--- src/rtl/ifu_fetch_pkg.sv ---
// Shared types and constants for the instruction fetch unit: hold levels, bus widths,
// the NOP encoding, FSM state encodings and the buffered-instruction record.
package ifu_fetch_pkg;

    localparam int HOLD_FLAG_BUS = 3;
    localparam int MEM_ADDR_BUS  = 32;
    localparam int INST_BUS      = 32;

    localparam logic [HOLD_FLAG_BUS-1:0] HOLD_NONE = 3'd0;
    localparam logic [HOLD_FLAG_BUS-1:0] HOLD_PC   = 3'd1;
    localparam logic [HOLD_FLAG_BUS-1:0] HOLD_IF   = 3'd2;
    localparam logic [HOLD_FLAG_BUS-1:0] HOLD_ID   = 3'd3;

    localparam logic [INST_BUS-1:0] INST_NOP = 32'h0000_0013;

    typedef enum logic [1:0] {
        ST_BOOT  = 2'd0,
        ST_RUN   = 2'd1,
        ST_FLUSH = 2'd2
    } ifu_state_e;

    typedef struct packed {
        logic [MEM_ADDR_BUS-1:0] addr;
        logic [INST_BUS-1:0]     inst;
    } fetch_entry_t;

endpackage

--- src/rtl/ifu_fetch_if.sv ---
// Instruction bus: request/grant address phase, in-order rvalid data phase.
// master = fetch unit, slave = memory side.
interface ifu_fetch_if;
    import ifu_fetch_pkg::*;

    logic                    req;
    logic [MEM_ADDR_BUS-1:0] addr;
    logic                    gnt;
    logic                    rvalid;
    logic [INST_BUS-1:0]     rdata;

    modport master (output req, addr, input gnt, rvalid, rdata);
    modport slave  (input req, addr, output gnt, rvalid, rdata);
endinterface

--- src/rtl/ifu_fetch_fifo.sv ---
// Synchronous FIFO of {pc, instruction} records with push/pop/flush and an occupancy count.
// Flush wins over push and pop; DEPTH must be a power of two so the pointers wrap naturally.
module ifu_fifo
    import ifu_fetch_pkg::*;
#(
    parameter int DEPTH = 2,
    parameter int AW    = $clog2(DEPTH),
    parameter int CW    = AW + 1
) (
    input  logic         clk,
    input  logic         rst,
    input  logic         push_i,
    input  fetch_entry_t data_i,
    input  logic         pop_i,
    input  logic         flush_i,
    output fetch_entry_t data_o,
    output logic         empty_o,
    output logic [CW-1:0] count_o
);

    fetch_entry_t  mem_q [DEPTH];
    logic [AW-1:0] rd_q;
    logic [AW-1:0] wr_q;
    logic [CW-1:0] cnt_q;

    always_ff @(posedge clk or posedge rst) begin
        if (rst) begin
            rd_q  <= '0;
            wr_q  <= '0;
            cnt_q <= '0;
        end else if (flush_i) begin
            rd_q  <= '0;
            wr_q  <= '0;
            cnt_q <= '0;
        end else begin
            if (push_i) wr_q <= wr_q + AW'(1);
            if (pop_i)  rd_q <= rd_q + AW'(1);
            cnt_q <= cnt_q + CW'(push_i) - CW'(pop_i);
        end
    end

    always_ff @(posedge clk) begin
        if (push_i && !flush_i) mem_q[wr_q] <= data_i;
    end

    assign data_o  = mem_q[rd_q];
    assign empty_o = (cnt_q == '0);
    assign count_o = cnt_q;

endmodule

--- src/rtl/ifu_fetch.sv ---
// Instruction fetch unit: turns controller jump/hold into bus requests and buffers responses.
// Optional IFU_BYPASS_EN forwards a response straight to inst_o when the buffer is empty.
module ifu_fetch
    import ifu_fetch_pkg::*;
#(
    parameter logic [MEM_ADDR_BUS-1:0] RESET_ADDR      = 32'h0000_0000,
    parameter int                      FIFO_DEPTH      = 2,
    parameter int                      MAX_OUTSTANDING = 2
) (
    input  logic                     clk,
    input  logic                     rst,
    input  logic                     jump_flag_i,
    input  logic [MEM_ADDR_BUS-1:0]  jump_addr_i,
    input  logic [HOLD_FLAG_BUS-1:0] hold_flag_i,
    ifu_fetch_if.master              ibus,
    output logic                     inst_valid_o,
    output logic [INST_BUS-1:0]      inst_o,
    output logic [MEM_ADDR_BUS-1:0]  inst_addr_o
);

    localparam int OW = $clog2(MAX_OUTSTANDING + 1);
    localparam int CW = $clog2(FIFO_DEPTH) + 1;

    ifu_state_e              state_q;
    logic [MEM_ADDR_BUS-1:0] pc_q;
    logic [MEM_ADDR_BUS-1:0] rsp_pc_q;
    logic [OW-1:0]           outst_q, outst_d;
    logic [OW-1:0]           discard_q, discard_d;
    logic                    req_pend_q;

    logic                    issue_ok, req, acc, rsp_ok, byp, push, pop;
    logic [31:0]             occ;
    logic [MEM_ADDR_BUS-1:0] jump_pc;
    logic                    fifo_empty;
    logic [CW-1:0]           fifo_count;
    fetch_entry_t            fifo_head, push_entry;

    assign jump_pc = jump_addr_i & ~32'h3;
    assign occ     = 32'(outst_q) + 32'(fifo_count);

    assign issue_ok = (state_q != ST_BOOT) && (hold_flag_i < HOLD_PC)
                   && (outst_q < OW'(MAX_OUTSTANDING)) && (occ < 32'(FIFO_DEPTH));
    // An ungranted request stays up through a hold; only a jump may withdraw it.
    assign req    = !jump_flag_i && (req_pend_q || issue_ok);
    assign acc    = req && ibus.gnt;
    assign rsp_ok = ibus.rvalid && !jump_flag_i && (discard_q == '0);

`ifdef IFU_BYPASS_EN
    assign byp = rsp_ok && fifo_empty && (hold_flag_i < HOLD_IF);
`else
    assign byp = 1'b0;
`endif

    assign push       = rsp_ok && !byp;
    assign pop        = !fifo_empty && (hold_flag_i < HOLD_IF) && !jump_flag_i;
    assign push_entry = '{addr: rsp_pc_q, inst: ibus.rdata};

    assign ibus.req  = req;
    assign ibus.addr = pc_q;

    // Everything in flight at a jump belongs to the old stream.
    assign outst_d = outst_q + OW'(acc) - OW'(ibus.rvalid);

    always_comb begin
        discard_d = discard_q;
        if (jump_flag_i)
            discard_d = outst_d;
        else if (ibus.rvalid && (discard_q != '0))
            discard_d = discard_q - OW'(1);
    end

    always_comb begin
        inst_valid_o = 1'b0;
        inst_o       = INST_NOP;
        inst_addr_o  = rsp_pc_q;
        if (!fifo_empty) begin
            inst_valid_o = 1'b1;
            inst_o       = fifo_head.inst;
            inst_addr_o  = fifo_head.addr;
        end else if (byp) begin
            inst_valid_o = 1'b1;
            inst_o       = ibus.rdata;
            inst_addr_o  = rsp_pc_q;
        end
    end

    always_ff @(posedge clk or posedge rst) begin
        if (rst) begin
            state_q    <= ST_BOOT;
            pc_q       <= RESET_ADDR;
            rsp_pc_q   <= RESET_ADDR;
            outst_q    <= '0;
            discard_q  <= '0;
            req_pend_q <= 1'b0;
        end else begin
            outst_q    <= outst_d;
            discard_q  <= discard_d;
            req_pend_q <= req && !ibus.gnt;
            if (jump_flag_i) begin
                pc_q     <= jump_pc;
                rsp_pc_q <= jump_pc;
            end else begin
                if (acc)    pc_q     <= pc_q + 32'd4;
                if (rsp_ok) rsp_pc_q <= rsp_pc_q + 32'd4;
            end
            case (state_q)
                ST_BOOT: state_q <= ST_RUN;
                default: state_q <= (discard_d != '0) ? ST_FLUSH : ST_RUN;
            endcase
        end
    end

    ifu_fifo #(.DEPTH(FIFO_DEPTH)) u_fifo (
        .clk     (clk),
        .rst     (rst),
        .push_i  (push),
        .data_i  (push_entry),
        .pop_i   (pop),
        .flush_i (jump_flag_i),
        .data_o  (fifo_head),
        .empty_o (fifo_empty),
        .count_o (fifo_count)
    );

endmodule
--- src/flat_wrapper.sv ---
// flat-port wrapper written by rule: the top's interface ports become plain ports
module ifu_fetch_flat import ifu_fetch_pkg::*;
#(
    parameter logic [MEM_ADDR_BUS-1:0] RESET_ADDR      = 32'h0000_0000,
    parameter int                      FIFO_DEPTH      = 2,
    parameter int                      MAX_OUTSTANDING = 2
)
  (clk, rst, jump_flag_i, jump_addr_i, hold_flag_i, inst_valid_o, inst_o, inst_addr_o, ibus_req, ibus_addr, ibus_gnt, ibus_rvalid, ibus_rdata);
  ifu_fetch_if ibus_i ();
  input  logic clk;
  input  logic rst;
  input  logic jump_flag_i;
  input  logic [MEM_ADDR_BUS-1:0] jump_addr_i;
  input  logic [HOLD_FLAG_BUS-1:0] hold_flag_i;
  output logic inst_valid_o;
  output logic [INST_BUS-1:0] inst_o;
  output logic [MEM_ADDR_BUS-1:0] inst_addr_o;
  output wire logic [$bits(ibus_i.req)-1:0] ibus_req;
  output wire logic [$bits(ibus_i.addr)-1:0] ibus_addr;
  input wire logic [$bits(ibus_i.gnt)-1:0] ibus_gnt;
  input wire logic [$bits(ibus_i.rvalid)-1:0] ibus_rvalid;
  input wire logic [$bits(ibus_i.rdata)-1:0] ibus_rdata;
  assign ibus_req = ibus_i.req;
  assign ibus_addr = ibus_i.addr;
  assign ibus_i.gnt = ibus_gnt;
  assign ibus_i.rvalid = ibus_rvalid;
  assign ibus_i.rdata = ibus_rdata;
  ifu_fetch #(.RESET_ADDR(RESET_ADDR), .FIFO_DEPTH(FIFO_DEPTH), .MAX_OUTSTANDING(MAX_OUTSTANDING)) u_core (.clk(clk), .rst(rst), .jump_flag_i(jump_flag_i), .jump_addr_i(jump_addr_i), .hold_flag_i(hold_flag_i), .ibus(ibus_i), .inst_valid_o(inst_valid_o), .inst_o(inst_o), .inst_addr_o(inst_addr_o));
endmodule
--- config.mk ---
export PLATFORM = sky130hd
export DESIGN_NAME = ifu_fetch_flat
export DESIGN_NICKNAME = d
export VERILOG_FILES = /design/src/rtl/ifu_fetch_pkg.sv /design/src/rtl/ifu_fetch_if.sv /design/src/rtl/ifu_fetch_fifo.sv /design/src/rtl/ifu_fetch.sv /design/src/flat_wrapper.sv
export SDC_FILE = /design/constraint.sdc
export NUM_CORES = 1
export LEC_CHECK = 0
export BUFFER_PORTS_ARGS = -buffer_cell sky130_fd_sc_hd__buf_4
export CORE_UTILIZATION = 55
export DETAILED_ROUTE_END_ITERATION = 16
export GPL_TIMING_DRIVEN = 0
export HOLD_SLACK_MARGIN = 0.1
export PLACE_DENSITY = 0.76
export RECOVER_POWER = 25
export SYNTH_ARGS = -nofsm -noshare
export SYNTH_HDL_FRONTEND = slang
export SYNTH_SLANG_ARGS = --single-unit
--- constraint.sdc ---
create_clock -name clk -period 6 [get_ports clk]
set_clock_uncertainty 0.15 [all_clocks]
set_input_delay 1.2 -clock clk [delete_from_list [all_inputs] [get_ports clk]]
set_output_delay 1.2 -clock clk [all_outputs]
set_load 0.02 [all_outputs]
# Word-level counts from Yosys, hierarchy flattened
# Memory sizes are Yosys's and may differ from the RTL's.
# Cells that the tools add are included.
[word_totals] register_bits=75 ramBits=128 in_bits=72 output_inout_bits=98 word_cells=67 n_memories=1
[classes] addsub=10 magnitude_cmp=4 mux=18 reduce_logical=25
[memory_table] memory="u_core.u_fifo.mem_q" words=2 word_bits=64 rd=1 rd_clocked_by_memory_dff=0 write_ports=1 line="ifu_fetch_fifo.sv:21" source="fetch_entry_t mem_q [DEPTH];"
[op_table] op="two-way mux 32 bit" count=6
[op_table] op="adder 32 x 3 -> 32 bit (second input constant)" count=2
[op_table] op="less-than comparator 32 x 2 -> 1 bit (second input constant)" count=1
[op_table] op="logical AND 1 bit" count=12
[op_table] op="nonzero test 2 bit" count=6
[op_table] op="two-way mux 2 bit" count=5
[op_table] op="two-way mux 1 bit" count=7
[op_table] op="logical NOT 2 bit" count=3
[op_table] op="adder 2 x 1 -> 2 bit" count=2
[op_table] op="subtractor 2 x 1 -> 2 bit" count=2
[op_table] op="adder 2 x 2 -> 3 bit" count=1
[op_table] op="logical NOT 1 bit" count=3
[op_table] op="less-than comparator 3 x 1 -> 1 bit (second input constant)" count=1
[op_table] op="less-than comparator 3 x 2 -> 1 bit (second input constant)" count=1
[op_table] op="adder 1 bit (second input constant)" count=2
[op_table] op="less-than comparator 2 bit (second input constant)" count=1
[op_table] op="subtractor 2 x 1 -> 2 bit (second input constant)" count=1
[op_table] op="logical OR 1 bit" count=1

# Depth between registers and ports, before layout
[depth] word_depth=13 depth_mapped=12 mapped_depth_nobuf=11

# Cells and area by module
# Synthesis repeated with hierarchy kept, for this count alone.
[hier_totals] cells_unflattened=668 hier_area_um2=9524.1
[by_module_without_submodules] mod="ifu_fifo" instances=1 cells_each=218 area_each_um2=5038.6 seq_area_each_um2=3943.8
[by_module_without_submodules] mod="ifu_fetch" instances=1 cells_each=450 area_each_um2=4485.6 seq_area_each_um2=1676.6

# Worst setup path before layout
# Ideal clock, no wire load.
[synth_timing] path_type="input port to flip-flop" startpoint="input port jump_flag_i" endpoint="memory u_core.u_fifo.mem_q[0][0] in the netlist's numbering (enable)" setup_ps=482 t_arrival_ps=4804 t_required_ps=5368 path_slack_ps=563 cell_stages=6 n_path_buf=3 cell_sequence="clkbuf_1 > inv_1 > clkbuf_1 > clkbuf_1 > nand3_1 > nor2_1"
[synth_via] elab_chain_cells=6
[synth_rtl] element="start: declaration" line="flat_wrapper.sv:12" source="input logic jump_flag_i;"
[synth_rtl] element="logical NOT 1 bit (*)" line="ifu_fetch_fifo.sv:43, ifu_fetch.sv:46"
[synth_rtl] element="logical AND 1 bit (2 in a row)" line="ifu_fetch.sv:46" source="assign rsp_ok = ibus.rvalid && !jump_flag_i && (discard_q == '0);"
[synth_rtl] element="logical AND 1 bit (*)" line="ifu_fetch_fifo.sv:43" source="if (push_i && !flush_i) mem_q[wr_q] <= data_i;"
[synth_rtl] element="two-way mux 1 bit (*)" line="ifu_fetch_fifo.sv:43"
[synth_rtl] element="two-way mux 1 bit (implied by the code) (*)" line="ifu_fetch_fifo.sv:43"
[synth_rtl] element="end: declaration" line="ifu_fetch_fifo.sv:21"
# Mark *: on every way between the ends. The rest lies on a longest branch, timed or not.

# Worst setup path after layout
[layout_timing] startpoint="register u_core.u_fifo.cnt_q[0], in the netlist u_core.u_fifo.count_o[0]" endpoint="output port ibus_req"
[layout_via] elab_chain_cells=5
[layout_rtl] element="start: declaration" line="ifu_fetch_fifo.sv:24" source="logic [CW-1:0] cnt_q;"
[layout_rtl] element="start signal: assignment" line="ifu_fetch_fifo.sv:38" source="cnt_q <= cnt_q + CW'(push_i) - CW'(pop_i);"
[layout_rtl] element="adder 2 x 2 -> 3 bit" line="ifu_fetch.sv:39" source="assign occ = 32'(outst_q) + 32'(fifo_count);"
[layout_rtl] element="less-than comparator 32 x 2 -> 1 bit" line="ifu_fetch.sv:42" source="&& (outst_q < OW'(MAX_OUTSTANDING)) && (occ < 32'(FIFO_DEPTH));"
[layout_rtl] element="logical AND 1 bit" line="ifu_fetch.sv:42"
[layout_rtl] element="logical OR 1 bit" line="ifu_fetch.sv:44" source="assign req = !jump_flag_i && (req_pend_q || issue_ok);"
[layout_rtl] element="logical AND 1 bit" line="ifu_fetch.sv:44"
[layout_rtl] element="end: declaration" line="flat_wrapper.sv:18" source="output wire logic [$bits(ibus_i.req)-1:0] ibus_req;"
# Every way passes these cells.

==> results.md <==
- The number of I/O pins is 170.
- Counting flops with an async set or reset pin after synthesis yields a share of 0.364.
- The largest voltage drop on the vdd net is 241 µV.
- The clock tree root driver cell is sky130_fd_sc_hd__clkbuf_16.
- The via count of the first global-routing pass is 6134.
- During synthesis, Yosys emitted a total of 0 warnings.
- Setup repair after global routing left no endpoint under its margin.
- The highest cell delay on the worst timing path is 0.53 ns.
- In the routed layout, each cell is associated on average with a via count of 5.64.
- Yosys mapped a number of flops with a built-in enable equal to 124.
- The hold violation count in the final report is 0.
- Dividing total power by cell area gives a power density of 340 nW/µm².
- The placeable core area is 15400 µm².
- The number of max-slew violations in the final report is 0.
- Relative to the synthesized area, the layout overhead comes to 24.3%.
- Sorting the synthesized cells by area gives the leading types as sky130_fd_sc_hd__edfxtp_1 42%, sky130_fd_sc_hd__dfrtp_1 20%, sky130_fd_sc_hd__mux2i_1 7.1%, sky130_fd_sc_hd__mux2_2 3.7%, sky130_fd_sc_hd__xnor2_1 3.4%.
- The flow ran to the end, and the final reports show no timing, DRC or antenna violations.
- For the worst setup path, the data required time is 4.65 ns.
- The number of buffers and inverters on the critical path is 2.
- Detailed placement finished with a half-perimeter wire length of 14.3 mm.
- Along the worst path, the maximum fanout reaches 10.
- Clock-pin slew was measured on the worst setup and hold paths at 0.07 ns.
- Counting tap cells, the placed design contains a total of 1086 instances.
- Before CTS, the worst setup slack after placement is 1.61 ns.
- The net total in the final layout is 974.
- Counting along the longest clock path gives a buffer depth of 2.
- The total inserted antenna cells is 0.
- Headroom to the max-slew limit came out at 0.385.
- The dominant register cell in the synthesized netlist is sky130_fd_sc_hd__edfxtp_1.
- The number of maximum-capacitance violations is 0.
- Counting the buffers created by CTS gives 17.
- After detailed routing, the average wire length per cell comes to 18.3 µm.
- CTS built an H-tree with a depth of 4.
- Walking the worst path, the cells encountered are and2_1 > fa_1 > nor4_4 > a31oi_2 > clkbuf_1 > nor2_1 > buf_4.
- The worst setup path is launched from a register.
- The cell row count is 45.
- Counting flops and latches in the post-synthesis netlist gives 195.
- The full die area is 16600 µm².
- After layout, the worst setup slack is 1.88 ns.
- For the finished layout, the period the worst path requires is 4.12 ns.
- The global-route total usage across every layer is 0.254.
- The count of nets left with antenna violations once routing finished came out at 0.
- Entering global routing, the biggest net connects 72 pins.
- Summed over all failing endpoints, the final setup total negative slack is 0 ns.
- The layout cell share with drive strength beyond 1 is 0.257.
- The slowest stage cell on the critical path is sky130_fd_sc_hd__fa_1.
- Once placement finished, the instance area stood at 10400 µm².
- Detailed routing inserted a total of 6308 vias.
- The total overflow reported by the global router is 0.
- The clock tree from TritonCTS is yes.
- The first detailed-routing pass ran for 5 iterations.
- Leaving out fill and tap cells, the most frequent cell in the layout is sky130_fd_sc_hd__buf_4.
- Of the synthesized area, sequential elements account for 0.622.
- The congestion estimate from routability-driven global placement came to 0.937.
- The sink count of the clock tree is 195.
- STA puts the critical path data arrival time at 2.77 ns.
- The die boundary height is 129 µm.
- The kind of cell with the highest combined delay on the critical path is buffers and inverters.
- After routing the design area is 11000 µm².
- The worst hold-check path type is register to register.
- The startpoint-to-endpoint class of the critical path is register to output port.
- For the pin with the worst max-slew slack, the measured transition is 0.920 ns.
- The initial antenna violation count is 0.
- The number of violations reported at the end of detailed-routing iteration 0 is 427.
- The leakage power total is 4.20 nW.
- The ratio of final minimum period to clock period is 0.687.
- Synthesis instantiated 44 different standard cells from the library.
- A synthesized cell averages 12.5 µm².
- The achievable clock frequency is 243 MHz.
- Setup violations remaining at the end of the flow were counted as 0.
- The share of synthesized area in the top cell type comes to 0.421.
- The residual DRC count is 0.
- The wire length of the first global-routing pass is 31.6 mm.
- Gates resized during post-CTS repair numbered 0.
- Buffers inserted to repair hold after CTS numbered 0.
- The top cell types in the final layout, fill and taps aside, are 135 x sky130_fd_sc_hd__buf_4, 124 x sky130_fd_sc_hd__edfxtp_1, 71 x sky130_fd_sc_hd__dfrtp_1.
- The utilization of the core after routing is 0.712.
- After synthesis the cells add up to 8840 µm².
- The insertion delay of the later-clocked pin in the worst-skew pair is 0.44 ns.
- The routed design has 20.4 mm of wire.
- The number of setup buffers added after CTS is 0.
- For this configuration, the core starts out at a cell density of 0.573.
- The overall die width is 129 µm.
- The number of cells in the finished layout apart from fillers is 1118.
- The worst setup path is captured at an output port.
- Summed over all instances, the cell type with the most area after synthesis is sky130_fd_sc_hd__edfxtp_1.
- The count of buffers added on input and output ports is 162.
- Synthesis produced 707 cells.
## worst reg2reg max path, delay by kind of cell (launching register included)
family / cells / cell delay [ns]
and+or+nand+nor: 4 / 0.81
adders and majority gates: 2 / 0.75
buffers and inverters: 2 / 0.58
AOI/OAI and AO/OA: 3 / 0.56
DFF: 1 / 0.40
## through the flow
step,hold WS (ns),power [mW]
CTS,0.393,3.75
floorplan,0.327,2.24
detailed placement,0.377,2.62
global placement,0.367,2.60
finish,0.390,3.74
global route,0.418,3.89
## logic make-up after synthesis
group / after synthesis / synth area share
other cells: 1 / 0.000424
compound gates: 81 / 0.0528
mux: 92 / 0.108
xor+xnor: 53 / 0.0525
fa+ha+maj: 8 / 0.0122
buf+inv: 56 / 0.0256
flops: 195 / 0.622
simple gates: 221 / 0.126
## sequential cells by signal, summed over array words and instances (netlist names)
register,count
u_core.ibus.addr,30
u_core.rsp_pc_q,30
u_core.u_fifo.count_o,2
u_core.u_fifo.rd_q,1
u_core.outst_q,2
u_core.state_q,2
u_core.u_fifo.wr_q,1
u_core.req_pend_q,1
u_core.u_fifo.mem_q,124
u_core.discard_q,2
## synth_stat cells, types with 12 or more instances
cell,number
sky130_fd_sc_hd__a21oi_1,16
sky130_fd_sc_hd__nand2_1,55
sky130_fd_sc_hd__nor2_1,56
sky130_fd_sc_hd__xor2_1,19
sky130_fd_sc_hd__inv_1,13
sky130_fd_sc_hd__nor3_1,12
sky130_fd_sc_hd__and3_1,15
sky130_fd_sc_hd__xnor2_1,34
sky130_fd_sc_hd__edfxtp_1,124
sky130_fd_sc_hd__clkbuf_1,28
sky130_fd_sc_hd__o21ai_0,40
sky130_fd_sc_hd__mux2i_1,63
sky130_fd_sc_hd__dfrtp_1,71
sky130_fd_sc_hd__mux2_2,29
sky130_fd_sc_hd__nand3_1,21
sky130_fd_sc_hd__nand4_1,17
## worst paths after layout
| path | cells past startpoint | endpoint | slack (ns) | from |
|---|---|---|---|---|
| max | 7 | ibus_req | 1.88 | u_core.u_fifo.count_o[0]$_DFF_PP0_ |
| max reg2reg | 11 | u_core.state_q[1]$_DFF_PP0_ | 2.64 | u_core.u_fifo.count_o[0]$_DFF_PP0_ |
| min reg2reg | 0 | u_core.u_fifo.mem_q[0][54]$_DFFE_PP_ | 0.39 | u_core.rsp_pc_q[22]$_DFFE_PP0N_ |
| min | 0 | u_core.u_fifo.mem_q[0][54]$_DFFE_PP_ | 0.39 | u_core.rsp_pc_q[22]$_DFFE_PP0N_ |
| min in group asynchronous | 2 | u_core.ibus.addr[5]$_DFFE_PP0P_ | 0.81 | rst |
| max in group asynchronous | 2 | u_core.rsp_pc_q[26]$_DFFE_PP0N_ | 4.30 | rst |
## per-layer routing
metal	track usage	wire length, µm
met4	0.106	463
met5	0	0
met3	0.0570	1590
met1	0.344	8850
met2	0.399	9500
## where the power goes
group | internal [mW] | total (mW) | switching, mW
Combinational | 0.371 | 0.914 | 0.543
Clock | 0.651 | 1.14 | 0.486
Sequential | 1.58 | 1.69 | 0.104
## cell type report
class                   count  area [µm²]
plain buffers              43         178
clock buffers              17         425
clock inverters            15         166
fillers                  1105        4440
inverters                  13        51.3
multi-input cells         459        3140
flip-flops and latches    195        5500
well taps                 211         264
repair buffers            165        1260
No activity file was read; power rests on OpenSTA's default activity.
